## config.mk

```make
export PLATFORM = sky130hd
export DESIGN_NAME = decode_issue
export DESIGN_NICKNAME = d
export VERILOG_FILES = /design/src/rtl/cpu_isa_pkg.sv /design/src/rtl/decode_scoreboard.sv /design/src/rtl/decode_issue.sv
export SDC_FILE = /design/constraint.sdc
export NUM_CORES = 1
export LEC_CHECK = 0
export CAP_MARGIN = 20
export CORE_MARGIN = 1.5
export CORE_UTILIZATION = 40
export CTS_CLUSTER_DIAMETER = 50
export DETAILED_ROUTE_END_ITERATION = 10
export PLACE_DENSITY_LB_ADDON = 0.2
export REMOVE_ABC_BUFFERS = 1
export SYNTH_ARGS = -nofsm -noshare
export SYNTH_HDL_FRONTEND = slang
export SYNTH_HIERARCHICAL = 1
export SYNTH_SLANG_ARGS = --single-unit
```

## constraint.sdc

```tcl
create_clock -name clk -period 8.3 [get_ports clk]
set_input_delay 0.83 -clock clk [delete_from_list [all_inputs] [get_ports clk]]
set_output_delay 0.83 -clock clk [all_outputs]
set_load 0.02 [all_outputs]
```

## src/rtl/cpu_isa_pkg.sv

```systemverilog
// rtl/cpu_isa_pkg.sv - shared ISA constants and the decoded issue bundle type
package cpu_isa_pkg;

    localparam logic [3:0] OP_NOP   = 4'd0;
    localparam logic [3:0] OP_ALU   = 4'd1;
    localparam logic [3:0] OP_MOVE  = 4'd2;
    localparam logic [3:0] OP_IMM   = 4'd3;
    localparam logic [3:0] OP_SETQ  = 4'd4;
    localparam logic [3:0] OP_STORE = 4'd5;
    localparam logic [3:0] OP_LOAD  = 4'd6;

    localparam logic [2:0] REG_ADR  = 3'd4;
    localparam logic [2:0] REG_MATH = 3'd5;
    localparam logic [2:0] REG_CMP  = 3'd6;
    localparam logic [2:0] REG_CNT  = 3'd7;

    localparam int FIELD_W = 4;
    localparam int OP_LSB  = 12;
    localparam int RD_LSB  = 8;
    localparam int RS0_LSB = 4;
    localparam int RS1_LSB = 0;

    typedef struct packed {
        logic [3:0] readReg0;
        logic [3:0] readReg1;
        logic [3:0] writeReg;
        logic       write;
        logic       move;
        logic       immediate;
        logic       setQuarter;
        logic [1:0] regToMem;
        logic       memRead;
        logic       memWrite;
    } issueBundle_t;

endpackage

```

## src/rtl/decode_scoreboard.sv

```systemverilog
// rtl/decode_scoreboard.sv - pending-write scoreboard with RAW/WAW hazard check
module decode_scoreboard
    import cpu_isa_pkg::*;
#(
    parameter int NREGS = 8
) (
    input  logic            clk,
    input  logic            rst,
    input  logic [2:0][2:0] rdIdx,
    input  logic [2:0]      rdEn,
    input  logic [2:0]      wrIdx,
    input  logic            wrEn,
    input  logic            setEn,
    input  logic            wbValid,
    input  logic [2:0]      wbReg,
    output logic            hazard
);

    logic [NREGS-1:0] sb;
    logic [NREGS-1:0] setMask;
    logic [NREGS-1:0] clrMask;

    // Hazard looks only at the registered bits; a retiring write frees its
    // consumer one cycle later.
    always_comb begin
        hazard = 1'b0;
        for (int i = 0; i < 3; i++) begin
            if (rdEn[i] && sb[rdIdx[i]]) begin
                hazard = 1'b1;
            end
        end
        if (wrEn && sb[wrIdx]) begin
            hazard = 1'b1;
        end
    end

    assign setMask = setEn   ? (NREGS'(1) << wrIdx) : '0;
    assign clrMask = wbValid ? (NREGS'(1) << wbReg) : '0;

    always_ff @(posedge clk) begin
        if (rst) begin
            sb <= '0;
        end else begin
            sb <= (sb & ~clrMask) | setMask;
        end
    end

endmodule

```

## src/rtl/decode_issue.sv

```systemverilog
// rtl/decode_issue.sv - instruction decode and scoreboarded issue stage
module decode_issue
    import cpu_isa_pkg::*;
#(
    parameter int NREGS = 8,
    parameter int CNT_W = 16
) (
    input  logic             clk,
    input  logic             rst,
    input  logic             in_valid,
    input  logic [15:0]      in_instr,
    output logic             in_ready,
    output logic             out_valid,
    input  logic             out_ready,
    output logic [3:0]       out_readReg0,
    output logic [3:0]       out_readReg1,
    output logic [3:0]       out_writeReg,
    output logic             out_write,
    output logic             out_move,
    output logic             out_immediate,
    output logic             out_set_quarter,
    output logic [1:0]       out_regToMem,
    output logic             out_mem_read,
    output logic             out_mem_write,
    input  logic             wb_valid,
    input  logic [2:0]       wb_reg,
    output logic             illegal,
    output logic [CNT_W-1:0] stall_cycles
);

    localparam logic [CNT_W-1:0] CNT_MAX = '1;

    logic [3:0]      op, rd, rs0, rs1;
    issueBundle_t    dec, bundleQ;
    logic [2:0][2:0] rdIdx;
    logic [2:0]      rdEn;
    logic            wrEn, bad, hazard, issue;

    assign op  = in_instr[OP_LSB  +: FIELD_W];
    assign rd  = in_instr[RD_LSB  +: FIELD_W];
    assign rs0 = in_instr[RS0_LSB +: FIELD_W];
    assign rs1 = in_instr[RS1_LSB +: FIELD_W];

    function automatic logic outOfRange(input logic [3:0] r);
        return int'(r) >= NREGS;
    endfunction

    // Read slots: 0 = rs0 (rd for STORE), 1 = rs1, 2 = adr.
    always_comb begin
        dec          = '0;
        dec.readReg0 = rs0;
        dec.readReg1 = rs1;
        dec.writeReg = rd;
        rdIdx[0]     = rs0[2:0];
        rdIdx[1]     = rs1[2:0];
        rdIdx[2]     = REG_ADR;
        rdEn         = '0;
        wrEn         = 1'b0;
        bad          = 1'b0;
        case (op)
            OP_NOP: ;
            OP_ALU: begin
                rdEn      = 3'b011;
                wrEn      = 1'b1;
                dec.write = 1'b1;
                bad       = outOfRange(rd) || outOfRange(rs0) || outOfRange(rs1);
            end
            OP_MOVE: begin
                rdEn      = 3'b001;
                wrEn      = 1'b1;
                dec.write = 1'b1;
                dec.move  = 1'b1;
                bad       = outOfRange(rd) || outOfRange(rs0);
            end
            OP_IMM: begin
                wrEn          = 1'b1;
                dec.write     = 1'b1;
                dec.immediate = 1'b1;
                bad           = outOfRange(rd);
            end
            OP_SETQ: begin
                wrEn           = 1'b1;
                dec.write      = 1'b1;
                dec.immediate  = 1'b1;
                dec.setQuarter = 1'b1;
                dec.readReg1   = {2'b00, rs1[1:0]};
                bad            = outOfRange(rd);
            end
            OP_STORE: begin
                rdIdx[0]     = rd[2:0];
                rdEn         = 3'b101;
                dec.memWrite = 1'b1;
                dec.regToMem = rd[1:0];
                bad          = rd > 4'd3;
            end
            OP_LOAD: begin
                rdEn        = 3'b100;
                wrEn        = 1'b1;
                dec.write   = 1'b1;
                dec.memRead = 1'b1;
                bad         = outOfRange(rd);
            end
            default: bad = 1'b1;
        endcase
        // An illegal instruction travels as an all-zero NOP and touches no registers.
        if (bad) begin
            dec  = '0;
            rdEn = '0;
            wrEn = 1'b0;
        end
    end

    decode_scoreboard #(.NREGS(NREGS)) u_scoreboard (
        .clk     (clk),
        .rst     (rst),
        .rdIdx   (rdIdx),
        .rdEn    (rdEn),
        .wrIdx   (rd[2:0]),
        .wrEn    (wrEn),
        .setEn   (issue && wrEn),
        .wbValid (wb_valid),
        .wbReg   (wb_reg),
        .hazard  (hazard)
    );

    assign in_ready = !rst && !(in_valid && hazard) && (!out_valid || out_ready);
    assign issue    = in_valid && in_ready;

    always_ff @(posedge clk) begin
        if (rst) begin
            out_valid    <= 1'b0;
            bundleQ      <= '0;
            illegal      <= 1'b0;
            stall_cycles <= '0;
        end else begin
            if (issue) begin
                out_valid <= 1'b1;
                bundleQ   <= dec;
                if (bad) begin
                    illegal <= 1'b1;
                end
            end else if (out_ready) begin
                out_valid <= 1'b0;
            end
            if (in_valid && hazard && stall_cycles != CNT_MAX) begin
                stall_cycles <= stall_cycles + 1'b1;
            end
        end
    end

    assign out_readReg0    = bundleQ.readReg0;
    assign out_readReg1    = bundleQ.readReg1;
    assign out_writeReg    = bundleQ.writeReg;
    assign out_write       = bundleQ.write;
    assign out_move        = bundleQ.move;
    assign out_immediate   = bundleQ.immediate;
    assign out_set_quarter = bundleQ.setQuarter;
    assign out_regToMem    = bundleQ.regToMem;
    assign out_mem_read    = bundleQ.memRead;
    assign out_mem_write   = bundleQ.memWrite;

endmodule

```

=== After elaboration in Yosys (flattened, before gate mapping) ===
Cells that the tools add are included.

* Register bits: 46
* Input bits: 24

* $add $sub $neg: 1
* Magnitude comparators: 7
* Equal/unequal tests: 7
* Shifts and indexed selects: 2
* Mux-type cells: 28
* Bitwise operators: 3
* Reductions and logical operators: 22

{| class="wikitable"
|+ Operators with widths
! cell !! count
|-
| 20-bit two-way mux || 1
|-
| 16-bit by 1-bit adder with 16-bit output, second input constant || 1
|-
| 1-bit two-way mux || 16
|-
| 8-bit two-way mux || 2
|-
| 16-bit != test, second input constant || 1
|-
| 1-bit by 3-bit << shifter with 8-bit output, first input constant || 2
|-
| 4-bit by 3-bit equality test with 1-bit output, second input constant || 3
|-
| 4-bit greater-or-equal comparator, second input constant || 3
|-
| 3-bit by 4-bit < comparator with 1-bit output, second input constant || 3
|-
| 3-bit one-hot mux with 4 select lines || 1
|-
| 1-bit logical AND || 10
|-
| 1-bit binary-select mux with 3-bit select || 3
|-
| 8-bit AND || 1
|-
| 4-bit by 2-bit equality test with 1-bit output, second input constant || 2
|-
| 8-bit NOT || 1
|-
| 8-bit bitwise OR || 1
|-
| 3-bit two-way mux || 2
|-
| 1-bit one-hot mux with 5 select lines || 1
|-
| 5-bit OR reduction || 1
|-
| 4-bit by 1-bit equality test with 1-bit output, second input constant || 1
|-
| 4-bit by 2-bit > comparator with 1-bit output, second input constant || 1
|-
| 4-bit logical NOT || 1
|-
| 4-bit two-way mux || 1
|-
| 1-bit logical NOT || 3
|-
| other kinds (6) || 8
|}

=== Logic depth before layout (Yosys ltp) ===
Gate-level depths: netlist (run 1).

* Depth in word-level cells: 18
* Depth in mapped cells: 14

=== Cells and area by module ===
The synthesis (run 1) kept the hierarchy.

{| class="wikitable"
|+ By module, submodules not included
! module !! times used !! cells an instance !! area each (sq um) !! sequential area each (sq um)
|-
| decode_issue || 1 || 198 || 1805.5 || 760.7
|-
| decode_scoreboard || 1 || 71 || 633.1 || 160.2
|}

=== Worst setup path after synthesis (run 1) ===
Ideal clock, no wire load.

* Path type: input port to output port
* Start: in in_instr[14]
* End: out in_ready
* Data arrival time: 3.402 ns
* Slack: 4.068 ns
* Cell stages on the path: 10
* Path through: clkbuf_1 -> nand2b_1 -> nor2_1 -> mux2_2 -> mux4_2 -> o22ai_1 -> o22a_2 -> o211ai_2 -> and2_1 -> nor3_1

{| class="wikitable"
|+ RTL lines
! what !! RTL line !! source
|-
| start: declaration || decode_issue.sv:11 || <nowiki>input logic [15:0] in_instr,</nowiki>
|-
| end: declaration || decode_issue.sv:12 || <nowiki>output logic in_ready,</nowiki>
|}

==> flow_summary.toml, run 1 <==
[global_routing]
grt_max_degree = 36
grt_pass1_wl_um = 9950
first_global_vias = 2087
grt_use_total_pct = 19.1
antenna_found_initial = 0
grt-ovfl-total = 0

[sta]
min_period_ns = 5.30
hold_viol = 0
drv_slew = 0
max_freq_ghz = 0.189
fin_skew_ns = 0.00557
finalCritPeriodShare_pct = 63.8
setup_tns_ns = 0
max_slew_margin_pct = 48.9
rsz0062_at_grt = "no"
worstMarginPinSlew_ns = 0.764
setup_viol = 0

[place]
dp_hpwl_um = 4230
dpl.cell_count = 401
io_buffers = 62
gp_congestion = 0.881

[drt]
ant_nets = 0
vias = 2249
wl_um = 5890
dr.pass1.iters = 4
drtIter0Drc = 68
drcViolationCount = 0
via_per_inst = 5.50
wl_per_cell_um = 14.4

[power]
power.switching_uw = 106
p_int_uw = 319
seqPwrFrac_pct = 53.1
clkPwrFrac_pct = 33.0
switching_share_pct = 25.0
ir_drop_v = 0.0000845
p_leak_uw = 0.00114
combPwrFrac_pct = 13.9
p_per_area_mw_per_mm2 = 132

[critical_path]
worstSetupPathType = "primary input to primary output"
crit_arrival_ns = 4.47
endpoint = "in_ready"
startpoint_type = "primary input"
reg2reg_depth = 9
timing.rr.end = "u_scoreboard/sb[3]$_SDFF_PP0_"
startpoint = "in_instr[14]"
cp.required_ns = 7.47
reg2reg_slack_ns = 5.16
reg2reg_from = "u_scoreboard/sb[0]$_SDFF_PP0_"
critPathMaxFanout = 11
critPathCaptureType = "primary output"

[clocking]
h-tree-depth = 2
cts.path.max_buffers = 2
cts_made_buffers = 5
post_cts_buffers = 0
clock_latency_ns = 0.29
cts.sinks = 46
post_cts_resized = 0
hold_buffers = 0
cts.clk_slew.worst_paths_ns = 0.08
root_buffer = "clkbuf_8"
cts_tree = "done"

[floorplanning]
dieArea_mm2 = 0.00657
ios = 63
rows = 28
coreArea_mm2 = 0.00592
die_w_um = 81.1
start_util_pct = 41.2
dieHeight_um = 81.1

[final_layout]
syn2layout_area_growth_pct = 31.9
finish.net_count = 358
n_antenna_cell = 0
drive_gt1_share_pct = 8.98
final_cells = 409

[yosys]
synth.yosys.seq_area_share_pct = 37.8
yosys.cell_types.count = 50
synth-seq-cells = 46
syn_area_per_cell_um2 = 9.07
yosys_most_used_dff = "dfxtp_1"
synth_area_mm2 = 0.00244
synthCells = 269
async_flop_share_pct = 0
yosysWarnings = 6
synth_edf_count = 0

[hold_path]
min_path_type = "flop to flop"

[outcome]
run_status = "complete, no violations"

[job]
maxCapViolCount = 0
-- routing by layer --
| layer | GRT usage, % | share of wire (%) |
|---|---|---|
| met1 | 27.0 | 52 |
| met4 | 6.38 | 1.2 |
| met5 | 0 | 0 |
| met2 | 29.0 | 43 |
| met3 | 3.82 | 4.5 |
-- critical path, stage by stage --
cell             delay [ns]
clkdlybuf4s50_1        0.67
nand2b_1               0.18
nor2_1                 0.37
mux2_2                 0.43
mux4_2                 0.42
o22ai_1                0.15
o22a_2                 0.17
o211ai_2               0.13
and2_1                 0.22
nor3_1                 0.24
clkdlybuf4s50_1        0.65
-- flip-flops by register name (all words and copies together), names as in the netlist, 2 cells and up --
name             flops
out_readReg1         4
out_readReg0         4
u_scoreboard/sb      8
out_regToMem         2
stall_cycles        16
out_writeReg         4
-- synth_stat cells, types with 3 or more instances --
cell | n | area share [%]
mux2_2 | 13 | 6.0
and4_1 | 5 | 1.8
and2_1 | 3 | 0.77
nand2_1 | 17 | 2.6
or4_1 | 4 | 1.2
nor2_1 | 15 | 2.3
nor3_1 | 6 | 1.2
clkbuf_1 | 8 | 1.2
nand3_1 | 12 | 2.5
o21ai_0 | 12 | 2.5
nor2b_1 | 6 | 1.5
a21oi_1 | 21 | 4.3
o31ai_1 | 9 | 2.8
dfxtp_1 | 46 | 38
nor4_1 | 4 | 1.0
a211oi_1 | 4 | 1.2
mux2i_1 | 4 | 1.6
and2b_1 | 3 | 0.92
inv_1 | 6 | 0.92
or3_1 | 6 | 1.5
mux4_2 | 3 | 2.8
nand2b_1 | 7 | 1.8
a22o_1 | 18 | 6.5
-- power by group through the flow --
| stage | clock, µW | sequential, µW | combinational (µW) |
|---|---|---|---|
| global route | 155 | 227 | 64.5 |
| finish | 141 | 226 | 59.1 |
| floorplan | 0 | 235 | 22.2 |
| CTS | 145 | 226 | 59.0 |
| detailed placement | 0 | 231 | 58.7 |
| global placement | 0 | 231 | 58.3 |
-- through the flow --
stage               hold WS, ns  util (%)  total power, µW  setup slack (ns)  cell area [µm²]
finish                    0.474      54.3              426              3.00             3220
global route              0.500      54.3              446              2.77             3220
CTS                       0.482      54.3              430              3.03             3220
detailed placement        0.457      52.8              290              3.04             3120
global placement          0.449      52.8              289              3.16             3120
floorplan                 0.466         -              257              4.30             2390
-- logic make-up (layout without fill, tap and decap cells) --
group,count (synthesis),after routing,share of synthesized area [%]
DFF,46,46,37.8
adders and majority gates,1,1,0.513
AOI/OAI and AO/OA,76,76,21.7
and+or+nand+nor,102,102,24.1
xor gates and xnor gates,1,1,0.359
muxes,21,21,11.5
buffers and inverters,20,78,3.80
other,2,9,0.308
-- cells in the final DEF (no fill, tap or decap), drive strengths merged, types with 4 or more instances in the layout --
cell	count
a211oi	4
a21oi	21
a22o	19
and4	5
clkbuf	7
clkdlybuf4s50	62
conb	9
dfxtp	46
inv	6
mux2	13
mux2i	4
mux4	4
nand2	17
nand2b	7
nand3	12
nor2	15
nor2b	6
nor3	7
nor4	4
o21ai	12
o31ai	9
or3	6
or4	4
-- how the worst min path moves through the flow --
stage	start	to	slack, ns	depth (start not counted)
after floorplan	u_scoreboard/sb[4]$_SDFF_PP0_	u_scoreboard/sb[4]$_SDFF_PP0_	0.47	2
after global placement	out_readReg1[2]$_SDFFE_PP0P_	out_readReg1[2]$_SDFFE_PP0P_	0.45	1
after detailed placement	out_readReg0[1]$_SDFFE_PP0P_	out_readReg0[1]$_SDFFE_PP0P_	0.46	1
after CTS	out_readReg1[3]$_SDFFE_PP0P_	out_readReg1[3]$_SDFFE_PP0P_	0.48	1
after global routing	out_readReg1[3]$_SDFFE_PP0P_	out_readReg1[3]$_SDFFE_PP0P_	0.50	1
final	out_readReg1[3]$_SDFFE_PP0P_	out_readReg1[3]$_SDFFE_PP0P_	0.47	1
-- final cells by class --
cell class	count	area, µm²
clock inverters	1	5.00
repair buffers	64	636
flip-flops and latches	46	921
multi-input cells	210	1450
inverters	6	22.5
fillers	545	2710
well taps	75	93.8
clock buffers	7	86.3
Note: power is estimated with default switching activity, not from simulation.
==> run 2: changes to the inputs <==
==> constraint.sdc (replaced) <==
create_clock -name clk -period 5.35 [get_ports clk]
set_input_delay 0.535 -clock clk [delete_from_list [all_inputs] [get_ports clk]]
set_output_delay 0.535 -clock clk [all_outputs]
set_load 0.02 [all_outputs]
==> run 2 against run 1 <==
Effect of this change: global-route usage rose by 0.40 points; worst hold slack got worse by 0.0030 ns; first-iteration DRC count rose by 2.9%; clock power rose by 87%.
==> flow_summary.toml, run 2 (synthesis gave the netlist of run 1 again) <==
[global_routing]
first_global_vias = 2080
grt_max_degree = 26
grt_use_total_pct = 19.5
grt-ovfl-total = 0
grt_pass1_wl_um = 10000
antenna_found_initial = 0

[sta]
setup_tns_ns = 0
hold_viol = 0
finalCritPeriodShare_pct = 88.0
worstMarginPinSlew_ns = 0.774
min_period_ns = 4.71
worst_slack_ns = 0.644
max_slew_margin_pct = 48.2
setup_viol = 0
fin_skew_ns = 0.00991
rsz0062_at_grt = "no"
drv_slew = 0
max_freq_ghz = 0.213

[clocking]
clock_latency_ns = 0.31
cts_tree = "done"
h-tree-depth = 2
hold_buffers = 0
post_cts_buffers = 0
cts.clk_slew.worst_paths_ns = 0.09
cts.path.max_buffers = 2
post_cts_resized = 0
root_buffer = "clkbuf_8"
cts.sinks = 46
cts_made_buffers = 5

[place]
io_buffers = 62
dp_hpwl_um = 4370
gp_congestion = 0.837
dp_slack_ns = 0.661

[critical_path]
critPathCaptureType = "primary output"
worstSetupPathType = "primary input to primary output"
cp.required_ns = 4.82
crit_chain = "clkdlybuf4s50_1 > nand2b_1 > nor2_1 > mux2_2 > mux4_2 > o22ai_1 > o22a_2 > o211ai_2 > and2_1 > nor3_1 > clkdlybuf4s50_1"
crit_arrival_ns = 4.17
critical_path_buf_inv_count = 2
critPathMaxFanout = 11
slowest_stage = "clkdlybuf4s50_1"
max_stage_delay_ns = 0.68
startpoint_type = "primary input"
cpMostUsedCell = "clkdlybuf4s50_1"
path_delay_family = "buffers and inverters"

[job]
maxCapViolCount = 0

[floorplanning]
start_util_pct = 41.2
dieArea_mm2 = 0.00657
rows = 28
die_w_um = 81.1
dieHeight_um = 81.1
coreArea_mm2 = 0.00592
ios = 63

[power]
ir_drop_v = 0.000136
p_per_area_mw_per_mm2 = 218
p_leak_uw = 0.00116

[final_layout]
final_common_cell = "clkdlybuf4s50_1"
largest_register_ff_count = 16
drive_gt1_share_pct = 9.55
n_antenna_cell = 0
mostFrequentLayoutCells = "62 x clkdlybuf4s50_1, 46 x dfxtp_1, 21 x a21oi_1"
syn2layout_area_growth_pct = 33.0
reg.largest.list = "stall_cycles x16, u_scoreboard/sb x8"
finish.net_count = 359
top_register = "stall_cycles"

[drt]
drtIter0Drc = 70
vias = 2301
ant_nets = 0
wl_per_cell_um = 14.8
wl_um = 6070
dr.pass1.iters = 4
via_per_inst = 5.61
drcViolationCount = 0

[outcome]
run_status = "complete, no violations"

[hold_path]
min_path_type = "flop to flop"
run 2: final cells by class:
class                           count  area [µm²]
Clock buffer                        5        68.8
Clock inverter                      3        43.8
Fill cell                         561        2680
Inverter                            6        22.5
Multi-Input combinational cell    210        1450
Sequential cell                    46         921
Tap cell                           75        93.8
Timing Repair Buffer               65         643
run 2: final timing paths:
kind,start,to,slack (ns),cells past startpoint
setup / recovery,in_instr[14],in_ready,0.64,11
hold / removal,out_readReg1[3]$_SDFFE_PP0P_,out_readReg1[3]$_SDFFE_PP0P_,0.47,1
setup reg to reg,u_scoreboard/sb[0]$_SDFF_PP0_,out_writeReg[0]$_SDFFE_PP0P_,2.48,7
hold reg to reg,out_readReg1[3]$_SDFFE_PP0P_,out_readReg1[3]$_SDFFE_PP0P_,0.47,1
run 2: power breakdown:
part	internal (µW)	switching, µW	leakage (µW)	total [µW]
clock	140	124	0.0000585	264
combinational	43.7	48.4	0.000727	92.1
sequential	348	3.04	0.000372	351
run 2: metrics by stage:
stage                     util (%)  power [µW]  instances  instance area (µm²)  hold slack [ns]
after CTS                     54.8         717        410                 3240            0.479
final                         54.8         707        410                 3240            0.471
after global placement        52.9         449        402                 3130            0.448
after detailed placement      52.9         450        402                 3130            0.458
after floorplan                  -         399        262                 2390            0.466
after global routing          54.8         739        410                 3240            0.496
run 2: routing by layer:
layer  up-vias  routed length, µm  track usage [%]  share of wire (%)
met3         6                262             3.93                4.3
met1      1093               3000             27.6                 50
met2        61               2730             29.9                 45
li1       1141                  -                -                  -
met5         -                  0                0                  0
met4         0                 65             5.86                1.1
